[config.mk]
export PLATFORM = sky130hd
export DESIGN_NAME = gated_edge_ctr
export DESIGN_NICKNAME = d
export VERILOG_FILES = /design/src/rtl/pkt_ctr_pkg.sv /design/src/rtl/edge_det_sync.sv /design/src/rtl/gated_edge_ctr.sv
export SDC_FILE = /design/constraint.sdc
export NUM_CORES = 1
export LEC_CHECK = 0
export CORE_MARGIN = 5
export CORE_UTILIZATION = 54
export CTS_CLUSTER_DIAMETER = 80
export DETAILED_ROUTE_END_ITERATION = 10
export GPL_TIMING_DRIVEN = 0
export PLACE_DENSITY = 0.77
export SETUP_SLACK_MARGIN = 0.5
export SLEW_MARGIN = 40
export SYNTH_ARGS = -nofsm -noshare
export SYNTH_HDL_FRONTEND = slang
export SYNTH_SLANG_ARGS = --single-unit
[constraint.sdc]
create_clock -name clk -period 2.9 [get_ports clk]
set_input_delay 0.725 -clock clk [delete_from_list [all_inputs] [get_ports clk]]
set_output_delay 0.725 -clock clk [all_outputs]
set_load 0.02 [all_outputs]
[src/rtl/pkt_ctr_pkg.sv]
// Shared definitions for the gated edge counter: edge-mode codes, FSM encoding
// and the increment/saturate rule applied to every channel counter.
package pkt_ctr_pkg;

    localparam logic [1:0] EM_FALL = 2'b00;
    localparam logic [1:0] EM_RISE = 2'b01;
    localparam logic [1:0] EM_BOTH = 2'b10;
    localparam logic [1:0] EM_NONE = 2'b11;

    // Widest counter the shared increment helper handles
    localparam int unsigned MAX_CW = 64;

    typedef enum logic [1:0] {
        ST_IDLE  = 2'b00,
        ST_ARM   = 2'b01,
        ST_COUNT = 2'b10,
        ST_LATCH = 2'b11
    } state_t;

    // count+1, or hold/wrap when count is already at max_val
    function automatic logic [MAX_CW-1:0] sat_inc(
        input logic [MAX_CW-1:0] count,
        input logic [MAX_CW-1:0] max_val,
        input logic              sat
    );
        if (count == max_val) begin
            return sat ? max_val : '0;
        end
        return count + MAX_CW'(1);
    endfunction

endpackage

[src/rtl/edge_det_sync.sv]
// Per-channel input path: synchroniser chain, history flop and edge select.
// pulse is combinational from the last sync flop and the history flop.
module edge_det_sync
    import pkt_ctr_pkg::*;
#(
    parameter int unsigned SYNC_STAGES = 2
) (
    input  logic       clk,
    input  logic       rst_n,
    input  logic       sig,
    input  logic [1:0] edge_mode,
    output logic       pulse
);

    logic [SYNC_STAGES-1:0] sync_q;
    logic                   hist_q;
    logic                   cur;

    assign cur = sync_q[SYNC_STAGES-1];

    always_ff @(posedge clk or negedge rst_n) begin
        if (!rst_n) begin
            sync_q <= '0;
            hist_q <= 1'b0;
        end else begin
            sync_q <= {sync_q[SYNC_STAGES-2:0], sig};
            hist_q <= cur;
        end
    end

    always_comb begin
        pulse = 1'b0;
        case (edge_mode)
            EM_FALL: pulse = ~cur & hist_q;
            EM_RISE: pulse = cur & ~hist_q;
            EM_BOTH: pulse = cur ^ hist_q;
            default: pulse = 1'b0;
        endcase
    end

endmodule

[src/rtl/gated_edge_ctr.sv]
// Multi-channel gated edge counter: counts selected edges over a programmed
// window, then latches all channel counts into a snapshot and pulses done.
module gated_edge_ctr
    import pkt_ctr_pkg::*;
#(
    parameter int unsigned NCH         = 4,
    parameter int unsigned CW          = 32,
    parameter int unsigned SYNC_STAGES = 2,
    parameter int unsigned SAT         = 0,
    // window counter width; defaults to CW, wider values let small counters overflow
    parameter int unsigned WW          = CW
) (
    input  logic              clk,
    input  logic              rst_n,
    input  logic [NCH-1:0]    sig,
    input  logic [1:0]        edge_mode,
    input  logic [WW-1:0]     win_len,
    input  logic              start,
    input  logic              clr,
    output logic              busy,
    output logic              done,
    output logic [NCH*CW-1:0] cnt_snap,
    output logic [NCH-1:0]    ovf
);

    localparam logic [CW-1:0] CNT_MAX = '1;
    localparam logic          SAT_EN  = 1'(SAT != 0);

    state_t          state;
    state_t          state_nxt;
    logic [1:0]      mode_q;
    logic [WW-1:0]   win_q;
    logic [WW-1:0]   remain_q;
    logic [NCH-1:0]  pulse;
    logic [CW-1:0]   live_q [NCH];
    logic            capture_c;
    logic            arm_c;
    logic            count_c;
    logic            latch_c;

    for (genvar i = 0; i < NCH; i++) begin : g_ch
        edge_det_sync #(
            .SYNC_STAGES(SYNC_STAGES)
        ) u_det (
            .clk       (clk),
            .rst_n     (rst_n),
            .sig       (sig[i]),
            .edge_mode (mode_q),
            .pulse     (pulse[i])
        );
    end

    always_ff @(posedge clk or negedge rst_n) begin
        if (!rst_n) begin
            state <= ST_IDLE;
        end else begin
            state <= state_nxt;
        end
    end

    // clr wins over every transition, including a start in IDLE
    always_comb begin
        state_nxt = state;
        case (state)
            ST_IDLE:  if (start) state_nxt = ST_ARM;
            ST_ARM:   state_nxt = ST_COUNT;
            ST_COUNT: if (remain_q == WW'(1)) state_nxt = ST_LATCH;
            ST_LATCH: state_nxt = ST_IDLE;
            default:  state_nxt = ST_IDLE;
        endcase
        if (clr) begin
            state_nxt = ST_IDLE;
        end
    end

    always_comb begin
        capture_c = 1'b0;
        arm_c     = 1'b0;
        count_c   = 1'b0;
        latch_c   = 1'b0;
        case (state)
            ST_IDLE:  capture_c = start & ~clr;
            ST_ARM:   arm_c     = ~clr;
            ST_COUNT: count_c   = ~clr;
            ST_LATCH: latch_c   = ~clr;
            default:  ;
        endcase
    end

    always_ff @(posedge clk or negedge rst_n) begin
        if (!rst_n) begin
            busy <= 1'b0;
            done <= 1'b0;
        end else begin
            busy <= ~clr & (state_nxt != ST_IDLE);
            done <= latch_c;
        end
    end

    // Window configuration and remaining-cycle down-counter
    always_ff @(posedge clk or negedge rst_n) begin
        if (!rst_n) begin
            mode_q   <= EM_FALL;
            win_q    <= '0;
            remain_q <= '0;
        end else begin
            if (capture_c) begin
                mode_q <= edge_mode;
                win_q  <= win_len;
            end
            if (arm_c) begin
                remain_q <= (win_q == '0) ? WW'(1) : win_q;
            end else if (count_c) begin
                remain_q <= remain_q - WW'(1);
            end
        end
    end

    always_ff @(posedge clk or negedge rst_n) begin
        if (!rst_n) begin
            for (int i = 0; i < NCH; i++) live_q[i] <= '0;
            ovf <= '0;
        end else if (clr || arm_c) begin
            for (int i = 0; i < NCH; i++) live_q[i] <= '0;
            ovf <= '0;
        end else if (count_c) begin
            for (int i = 0; i < NCH; i++) begin
                if (pulse[i]) begin
                    live_q[i] <= CW'(sat_inc(MAX_CW'(live_q[i]), MAX_CW'(CNT_MAX), SAT_EN));
                    if (live_q[i] == CNT_MAX) ovf[i] <= 1'b1;
                end
            end
        end
    end

    always_ff @(posedge clk or negedge rst_n) begin
        if (!rst_n) begin
            cnt_snap <= '0;
        end else if (clr) begin
            cnt_snap <= '0;
        end else if (latch_c) begin
            for (int i = 0; i < NCH; i++) cnt_snap[i*CW +: CW] <= live_q[i];
        end
    end

endmodule

==> flow_summary.json <==
{
  "area_growth_pct": 24.9,
  "ys_warn_count": 0,
  "grt_use_met2_pct": 43.0,
  "layout_commonest_cell": "dfrtp_1",
  "insertion_delay_ps": 530,
  "p_leak_nw": 8.43,
  "clkSinkCount": 342,
  "drt_wl_total_um": 43100,
  "start_util_pct": 55.0,
  "cts_buffer_depth": 3,
  "synthMuxAreaShare_pct": 10.2,
  "pin_count": 176,
  "r2r-end": "live_q[117]",
  "wl_per_cell_um": 19.2,
  "hpwl_um": 29600,
  "synth-edff-count": 0,
  "tightest_slew_ps": 664,
  "htreeDepth": 2,
  "hp-class": "input port to async pin",
  "ir_worst_vdd_mv": 0.621,
  "layout-drive-gt1-share_pct": 12.2,
  "syn_avg_cell_area_sq_um": 10.4,
  "ys_seq_area_share_pct": 52.4,
  "ys.flop_type": "dfrtp_1",
  "cts_made_buffers": 37,
  "grt_max_degree": 78,
  "core_sq_um": 29700,
  "synth_top_family_by_area": "simple AND/OR/NAND/NOR gates",
  "gr-max-usage-layer": "met2",
  "syn_nets": 1638,
  "drc": 0,
  "setup_viol": 0,
  "cp-end-kind": "register",
  "fin_area_sq_um": 20400,
  "drt.antenna.violating_nets": 0,
  "crit_path_end": "ovf[1]",
  "die_x_um": 184,
  "dr.first_iter.drc_count": 1231,
  "cts_tree": "built",
  "synthCells": 1578,
  "die_h_um": 184,
  "portBuffers": 175,
  "post-route-period-util_pct": 82.8,
  "clkTransAtPathRegs_ps": 60,
  "power_mw": 13.2,
  "rr_worst_depth": 6,
  "path_class": "input port to register",
  "antenna_found_initial": 2,
  "placed_area_sq_um": 18700,
  "power.density_nw_per_um2": 647,
  "drt_first_pass_iters": 6,
  "synth_compound_area_share_pct": 11.0,
  "required_ps": 3310,
  "crit_fanout": 10,
  "relSlewSlack_pct": 55.1,
  "worstSetupStartpointType": "input port",
  "gr-usage-met1_pct": 33.2,
  "synthXorXnorAreaFrac_pct": 3.38,
  "cp.arrival_ps": 2810,
  "gr-total-overflow": 0,
  "final_util_pct": 68.7,
  "synthAdderAreaFrac_pct": 1.38,
  "die_area_sq_um": 33800,
  "track_usage_pct": 25.2,
  "yosysUniqueCellTypes": 68,
  "finalHoldViolations": 0,
  "final.setup_skew_ps": 15.0,
  "syn-cell-area_sq_um": 16300,
  "fin_crit_ps": 2400,
  "drv_slew": 0,
  "ff2ff_setup_slack_ps": 600,
  "grt_pass1_vias": 13700,
  "num_rows": 63,
  "cts_hold_buf": 0,
  "yosys.area_share.simple_pct": 18.9,
  "cts_root_buffer": "clkbuf_16",
  "viasPerCell": 6.06,
  "maxCapViolCount": 0,
  "met3_usage_pct": 4.67,
  "ys_ff_latch": 342,
  "r2r_start": "live_q[103]",
  "grt_pass1_wl_um": 70400,
  "status": "complete, no violations",
  "num_vias": 13600,
  "routabilityCongestion": 0.879,
  "rsz0062_at_grt": "yes",
  "synthArstFlopShare_pct": 100,
  "fin_nets": 1882,
  "max_freq_mhz": 417,
  "startpoint": "clr",
  "final_cell_mix": "dfrtp_1, nor2_1, clkdlybuf4s50_1"
}
## cells in the mapped netlist, drive strengths merged, types with 3 or more instances
library cell    n  area, sq um
o31ai          20          164
ha             18          225
dfrtp         342         8560
or3            31          194
nand2b          3         18.8
and4            9         78.8
mux2           34          383
xnor2          12          105
nand3b         16          120
and2            7         43.8
o22ai           3         18.8
o211ai         27          203
o21a            9         67.6
nor4b           4         50.1
buf            27          121
nand2          91          342
inv            31          116
a31oi          44          275
nand4          40          256
nand4b          6         52.6
or4            26          199
o2111ai        17          149
clkbuf         60          225
nor3b           3         22.5
nor4           24          163
nor2b          13         81.3
xor2           51          447
o21ai          79          395
nor2          211          795
a41oi          10         87.6
or2             6         37.5
and3           23          144
nor3           25          151
a32oi           3         26.3
mux2i         128         1280
a211oi          4         35.0
nand3          56          285
a21oi          44          224
## worst max-delay path, stage by stage
cell and delay [ps]:
clkdlybuf4s50_1 510, clkbuf_2 280, or2_2 320, clkbuf_2 210, a31oi_2 440, nor2_1 120, o21a_1 190
## kinds of logic after synthesis
logic type	count (synthesis)
simple gates	599
buf+inv	118
xor+xnor	63
mux	162
flops	342
fa+ha+maj	18
compound gates	276
## repair_timing
item / in CTS / in global routing
buffers inserted: 7 / 19
gates resized for setup: 45 / 48
cloned: 0 / 0
setup endpoints to repair: 230 / 199
pin swaps: 5 / 7
hold endpoints to repair: 0 / 0
## power by group
part	switching, mW	internal (mW)	leakage [nW]	total [mW]
combinational	1.46	0.996	3.17	2.46
sequential	0.517	5.27	4.62	5.79
clock	1.93	3.02	0.641	4.95
## how the worst min path moves through the flow
stage                              endpoint  slack [ps]  cells past startpoint
CTS                           cnt_snap[115]         150                      1
global placement    g_ch[2].u_det.sync_q[1]         330                      0
detailed placement  g_ch[3].u_det.sync_q[1]         340                      0
global route                  cnt_snap[115]         180                      1
floorplan           g_ch[0].u_det.sync_q[1]         330                      0
finish                        cnt_snap[115]         120                      1
## layout make-up
cell class                 instances  area [sq um]
multi-input combinational       1118          7480
clock buffer                      53          1110
buffer                            87           414
sequential                       342          8560
antenna                            1          2.50
timing repair buffer             205          2060
inverter                          31           116
clock inverter                    14           174
tap                              390           488
fill                            2225          9310
## per-stage QoR
| stage | TNS (ps) | cells | hold WS [ps] | setup slack, ps |
|---|---|---|---|---|
| after floorplan | 0 | 1578 | 331 | 702 |
| after global placement | -4691150 | 2143 | 333 | -13570 |
| after detailed placement | -46540 | 2147 | 337 | -572 |
| after CTS | 0 | 2221 | 149 | 519 |
| after global routing | 0 | 2241 | 179 | 498 |
| final | 0 | 2241 | 123 | 499 |
## routing by layer
metal	vias up	wire length, um	part of all wire, %
met5	-	18	0.042
met4	2	868	2.0
met3	76	2900	6.7
met2	501	21500	50
met1	6762	17800	41
li1	6242	-	-
## registers in the layout, indices dropped and copies added (netlist names)
| register | count |
|---|---|
| live_q | 128 |
| mode_q | 2 |
| g_ch.u_det.sync_q | 8 |
| remain_q | 32 |
| state | 2 |
| ovf | 4 |
| g_ch.u_det.hist_q | 4 |
| cnt_snap | 128 |
| win_q | 32 |
| busy | 1 |
| done | 1 |
No activity file was read; power rests on OpenSTA's default activity.
